===== src/rtl/core_pkg.sv =====
// Shared types for the vector instruction scoreboard: instruction IDs,
// vector register indices and the per-ID table entry.
package core_pkg;

    localparam int unsigned InsnIDNum   = 8;
    localparam int unsigned InsnIDWidth = $clog2(InsnIDNum);

    typedef logic [InsnIDWidth-1:0] insn_id_t;
    typedef logic [4:0]             vreg_idx_t;

    typedef struct packed {
        logic      valid;
        logic      wr;
        vreg_idx_t vd;
    } sb_entry_t;

endpackage


===== src/rtl/sb_hazard_check.sv =====
// Combinational RAW/WAW detection of an offered instruction against every
// in-flight entry that writes a vector register.
module sb_hazard_check
    import core_pkg::*;
(
    input  sb_entry_t [InsnIDNum-1:0] entries_i,
    input  vreg_idx_t                 vd_i,
    input  vreg_idx_t                 vs1_i,
    input  vreg_idx_t                 vs2_i,
    input  logic                      wr_vd_i,
    input  logic                      use_vs1_i,
    input  logic                      use_vs2_i,
    output logic                      hazard_o
);

    always_comb begin
        hazard_o = 1'b0;
        for (int unsigned i = 0; i < InsnIDNum; i++) begin
            if (entries_i[i].valid && entries_i[i].wr) begin
                if ((use_vs1_i && (entries_i[i].vd == vs1_i)) ||
                    (use_vs2_i && (entries_i[i].vd == vs2_i)) ||
                    (wr_vd_i   && (entries_i[i].vd == vd_i))) begin
                    hazard_o = 1'b1;
                end
            end
        end
    end

endmodule


===== src/rtl/vinsn_scoreboard.sv =====
// Vector instruction scoreboard: per-ID in-flight table gating issue on hazards,
// capacity and ID reuse. Define RVV_SB_STALL_CNT_EN to build the stall counter.
module vinsn_scoreboard
    import core_pkg::*;
#(
    parameter  int unsigned MaxInflight = 4,
    localparam int unsigned CntW        = $clog2(MaxInflight + 1)
) (
    input  logic            clk_i,
    input  logic            rst_ni,
    input  logic            issue_valid_i,
    output logic            issue_ready_o,
    input  insn_id_t        issue_id_i,
    input  vreg_idx_t       issue_vd_i,
    input  vreg_idx_t       issue_vs1_i,
    input  vreg_idx_t       issue_vs2_i,
    input  logic            issue_wr_vd_i,
    input  logic            issue_use_vs1_i,
    input  logic            issue_use_vs2_i,
    input  logic            done_valid_i,
    input  insn_id_t        done_id_i,
    input  logic            flush_i,
    output logic            busy_o,
    output logic [CntW-1:0] inflight_cnt_o,
    output logic            spurious_done_o,
    output logic [31:0]     stall_cnt_o
);

    localparam logic [CntW-1:0] MaxCnt = CntW'(MaxInflight);

    sb_entry_t [InsnIDNum-1:0] tbl_q;
    logic [CntW-1:0]           cnt_q;
    logic                      spurious_q;
    logic                      hazard;
    logic                      accept;
    logic                      done_hit;

    sb_hazard_check u_hazard (
        .entries_i (tbl_q),
        .vd_i      (issue_vd_i),
        .vs1_i     (issue_vs1_i),
        .vs2_i     (issue_vs2_i),
        .wr_vd_i   (issue_wr_vd_i),
        .use_vs1_i (issue_use_vs1_i),
        .use_vs2_i (issue_use_vs2_i),
        .hazard_o  (hazard)
    );

    // Only registered state feeds ready, so a same-cycle done never unblocks an issue.
    assign issue_ready_o = !hazard && (cnt_q < MaxCnt) && !tbl_q[issue_id_i].valid && !flush_i;
    assign accept        = issue_valid_i && issue_ready_o;
    assign done_hit      = done_valid_i && tbl_q[done_id_i].valid;

    // accept needs an invalid entry and done_hit a valid one, so they never target the same ID.
    always_ff @(posedge clk_i or negedge rst_ni) begin
        if (!rst_ni) begin
            tbl_q      <= '0;
            cnt_q      <= '0;
            spurious_q <= 1'b0;
        end else if (flush_i) begin
            tbl_q      <= '0;
            cnt_q      <= '0;
            spurious_q <= 1'b0;
        end else begin
            spurious_q <= done_valid_i && !tbl_q[done_id_i].valid;
            if (done_hit) begin
                tbl_q[done_id_i] <= '0;
            end
            if (accept) begin
                tbl_q[issue_id_i] <= '{valid: 1'b1, wr: issue_wr_vd_i, vd: issue_vd_i};
            end
            if (accept && !done_hit) begin
                cnt_q <= cnt_q + CntW'(1);
            end else if (!accept && done_hit) begin
                cnt_q <= cnt_q - CntW'(1);
            end
        end
    end

    assign busy_o          = (cnt_q != '0);
    assign inflight_cnt_o  = cnt_q;
    assign spurious_done_o = spurious_q;

`ifdef RVV_SB_STALL_CNT_EN
    logic [31:0] stall_q;

    always_ff @(posedge clk_i or negedge rst_ni) begin
        if (!rst_ni) begin
            stall_q <= '0;
        end else if (issue_valid_i && !issue_ready_o && (stall_q != '1)) begin
            stall_q <= stall_q + 32'd1;
        end
    end

    assign stall_cnt_o = stall_q;
`else
    assign stall_cnt_o = '0;
`endif

endmodule


===== config.mk =====
export PLATFORM = sky130hd
export DESIGN_NAME = vinsn_scoreboard
export DESIGN_NICKNAME = d
export VERILOG_FILES = /design/src/rtl/core_pkg.sv /design/src/rtl/sb_hazard_check.sv /design/src/rtl/vinsn_scoreboard.sv
export SDC_FILE = /design/constraint.sdc
export NUM_CORES = 1
export LEC_CHECK = 0
export CORE_MARGIN = 2
export CORE_UTILIZATION = 45
export CTS_CLUSTER_DIAMETER = 150
export CTS_CLUSTER_SIZE = 12
export DETAILED_ROUTE_END_ITERATION = 8
export HOLD_SLACK_MARGIN = 0.03
export PLACE_DENSITY = 0.78
export SYNTH_ARGS = -nofsm -noshare
export SYNTH_HDL_FRONTEND = slang
export SYNTH_SLANG_ARGS = --single-unit

===== constraint.sdc =====
create_clock -name clk_i -period 3.6 [get_ports clk_i]
set_clock_uncertainty 0.1 [all_clocks]
set_input_delay 0.72 -clock clk_i [delete_from_list [all_inputs] [get_ports clk_i]]
set_output_delay 0.72 -clock clk_i [all_outputs]
set_load 0.02 [all_outputs]

==> impl_metrics.ini <==
[floorplanning]
rows = 37
io_pins = 67
die_x_um = 107
die_y_um = 107
die_area_um2 = 11500
start_util_pct = 46.5
design.core.area_um2 = 10300

[clocking]
cts_tree = done
htree_levels = 3
cts_buffer_depth = 2
clk_latency_ps = 340
postCtsHoldBufs = 0
cts.sinks = 60
cts-root-buf = clkbuf_8
cts.clk_slew.worst_paths_ps = 70
cts_buffers = 9

[timing]
slew_viol_final = 0
rsz0062_at_grt = false
relSlewSlack_pct = 31.3
timing.fmax_mhz = 281
setup_viol = 0
hold_viol = 0
finalCritPeriodShare_pct = 98.9
worst-slew-pin-transition_ps = 1030
fin_setup_tns_ps = 0
min_period_ps = 3560
fin_ws_ps = 40.5

[placed_design]
post-place-ws_ps = -490
port_buffers = 34
gp_congestion = 0.976
place_hpwl_um = 10200
dpl.cell_count = 704
postPlaceCellArea_um2 = 5510

[synthesis]
synth_top_family_by_area = XOR/XNOR gates
synth_top_area_share_pct = 31.3
ys_types = 44
synth_edf_count = 0
synthAdderAreaFrac_pct = 0.417
avgSynthCellArea_um2 = 9.55
muxShareOfSynthArea_pct = 10.5
async_reset_ff_share_pct = 100
ys_ff_latch = 60
syn_inst = 502
ys_seq_area_share_pct = 31.3
synth-compound-area-share_pct = 5.56
synth_flop_cell = dfrtp_1
yosysWarnings = 0
synth.largest_area_cell = dfrtp_1
synth_xor_area_share_pct = 22.1
yosys.area_share.simple_pct = 20.0
ys_top_cells_by_area = dfrtp_1 31%, xor2_1 16%, mux2i_1 9.6%
synth_area_um2 = 4800

[routing]
post_drt_wl_per_cell_um = 19.4
vias_per_cell = 5.58
initialDrtViolationCount = 340
vias = 4031
drc = 0
met2_wirelength_um = 6680
ant_nets = 0
first_pass_iters = 5
routed-wl-met3_um = 1090
wl_um = 14000
routed.top_layer = met4
wl_met1_um = 5960

[worst_setup_path]
cp-start-kind = primary input
critical_path_arrival_ps = 2740
cp.required_ps = 2780
crit_fanout = 5
critPathKind = primary input to primary output
end_kind = primary output

[hold_path]
hold_path_class = register to register

[run]
maxCapViolations = 0

[power_and_ir_drop]
p_switching_w = 0.000532
p_per_area_nw_per_um2 = 310
cellLeakagePower_nw = 2.68
p_sw_share_pct = 29.8
p_int_w = 0.00125
power_frac_seq_pct = 39.7
p_comb_share_pct = 23.6
ir_worst_vdd_mv = 0.202
p_clk_share_pct = 36.7

[grt]
antenna_found_initial = 0
grt_max_degree = 47
grt-ovfl-total = 0
grt_pass1_wl_um = 21900
grt_pass1_vias = 4025
gr-usage-all-layers_pct = 24.9

[layout]
final_area_um2 = 5760
layout.nets = 612
multi_input_area_um2 = 2950
area_growth_pct = 20.1
drive_above_1_share_pct = 19.5
fillCellCount = 892
utilization_pct = 55.8
final_cells = 722
regArea_um2 = 1500
antenna_cells = 0

[outcome]
status = finished clean
==> worst max-delay path: stages <==
cell and delay, ps:
clkdlybuf4s50_1 590, buf_4 240, xor2_1 150, nor4_1 320, nand4_1 150, and3_4 200
and4_1 210, buf_2 160
==> per-layer routing <==
layer	up-vias	global-route usage, %
met5	-	0
met4	0	6.40
met3	21	5.29
met2	179	40.5
met1	2010	33.7
li1	1821	-
==> cells in the mapped netlist, types with 2 or more instances <==
master    number
nor2_1        15
clkbuf_1      11
xnor2_1       32
nor2b_1        2
mux2_2         3
a221oi_1       3
a21boi_0       4
buf_2          2
nor4_1        22
xor2_1        89
o21ba_1        6
buf_4         47
nand2b_1       7
and3_1         5
mux2i_1       46
inv_1          5
and2_1         9
nor4_4         7
a21oi_1        9
inv_2          2
dfrtp_1       60
a31o_2         6
o22ai_1        2
nand4_1       27
nand2_1       47
nand3_1        3
buf_1          6
buf_6          2
nand3b_1       2
and4_1         3
a31oi_1        5
==> layout make-up <==
| type | count | share of cell area [%] |
|---|---|---|
| Clock buffer | 10 | 2.21 |
| Timing Repair Buffer | 106 | 15.7 |
| Tap cell | 136 | 2.95 |
| Inverter | 8 | 0.565 |
| Clock inverter | 5 | 1.35 |
| Multi-Input combinational cell | 397 | 51.1 |
| Sequential cell | 60 | 26.1 |
==> kinds of logic after synthesis <==
logic type	count (synthesis)
AND/OR/NAND/NOR	157
XOR/XNOR	121
buffers and inverters	76
flip-flops	60
multiplexers	50
AO/OA/AOI/OAI	36
adder cells (fa/ha/maj)	1
other	1
==> layout by cell type, fill, tap and decap left out, drive strengths merged, types with 3 or more instances in the layout <==
master,instances
dlymetal6s2s,3
a31o,6
and2,9
nand2b,7
mux2,4
a21oi,9
and4,3
a21boi,4
and3,5
nor4,30
conb,32
o21ba,6
clkdlybuf4s50,28
xor2,89
mux2i,46
inv,8
nor2,15
buf,74
nand2,48
nand3,3
a221oi,3
dfrtp,60
clkbuf,10
xnor2,32
nand4,27
a31oi,5
==> through the flow <==
step	power, W	hold WS (ps)
after floorplan	0.000990	324
after global placement	0.00112	399
after detailed placement	0.00113	407
after CTS	0.00178	422
after global routing	0.00185	454
final	0.00178	416
==> sequential cells by signal, summed over array words and instances (netlist names) <==
name and cells:
spurious_done_o 1, inflight_cnt_o 3, tbl_q 56
==> power by group through the flow <==
stage | Combinational (W) | Clock, W | Sequential (W)
6_report | 0.000421 | 0.000655 | 0.000708
5_1_grt | 0.000451 | 0.000691 | 0.000710
4_1_cts | 0.000411 | 0.000662 | 0.000708
3_5_place_dp | 0.000409 | 0 | 0.000720
3_3_place_gp | 0.000399 | 0 | 0.000719
2_1_floorplan | 0.000268 | 0 | 0.000722
==> path summary, 6_finish.rpt <==
check | start | endpoint | slack [ps] | depth (start not counted)
min reg2reg | tbl_q[19] | tbl_q[19] | 420 | 1
max | issue_vs1_i[0] | issue_ready_o | 40 | 8
min in group asynchronous | rst_ni | inflight_cnt_o[2] | 460 | 1
min | tbl_q[19] | tbl_q[19] | 420 | 1
max in group asynchronous | rst_ni | tbl_q[24] | 2140 | 2
max reg2reg | inflight_cnt_o[2] | tbl_q[1] | 630 | 10
==> timing repair <==
action | 4_1_cts | 5_1_grt
gates cloned | 0 | 0
endpoints found under the setup margin | 1 | 2
gates resized for setup | 5 | 8
buffers inserted | 0 | 3
pin swaps | 2 | 4
Note: power is estimated with default switching activity, not from simulation.
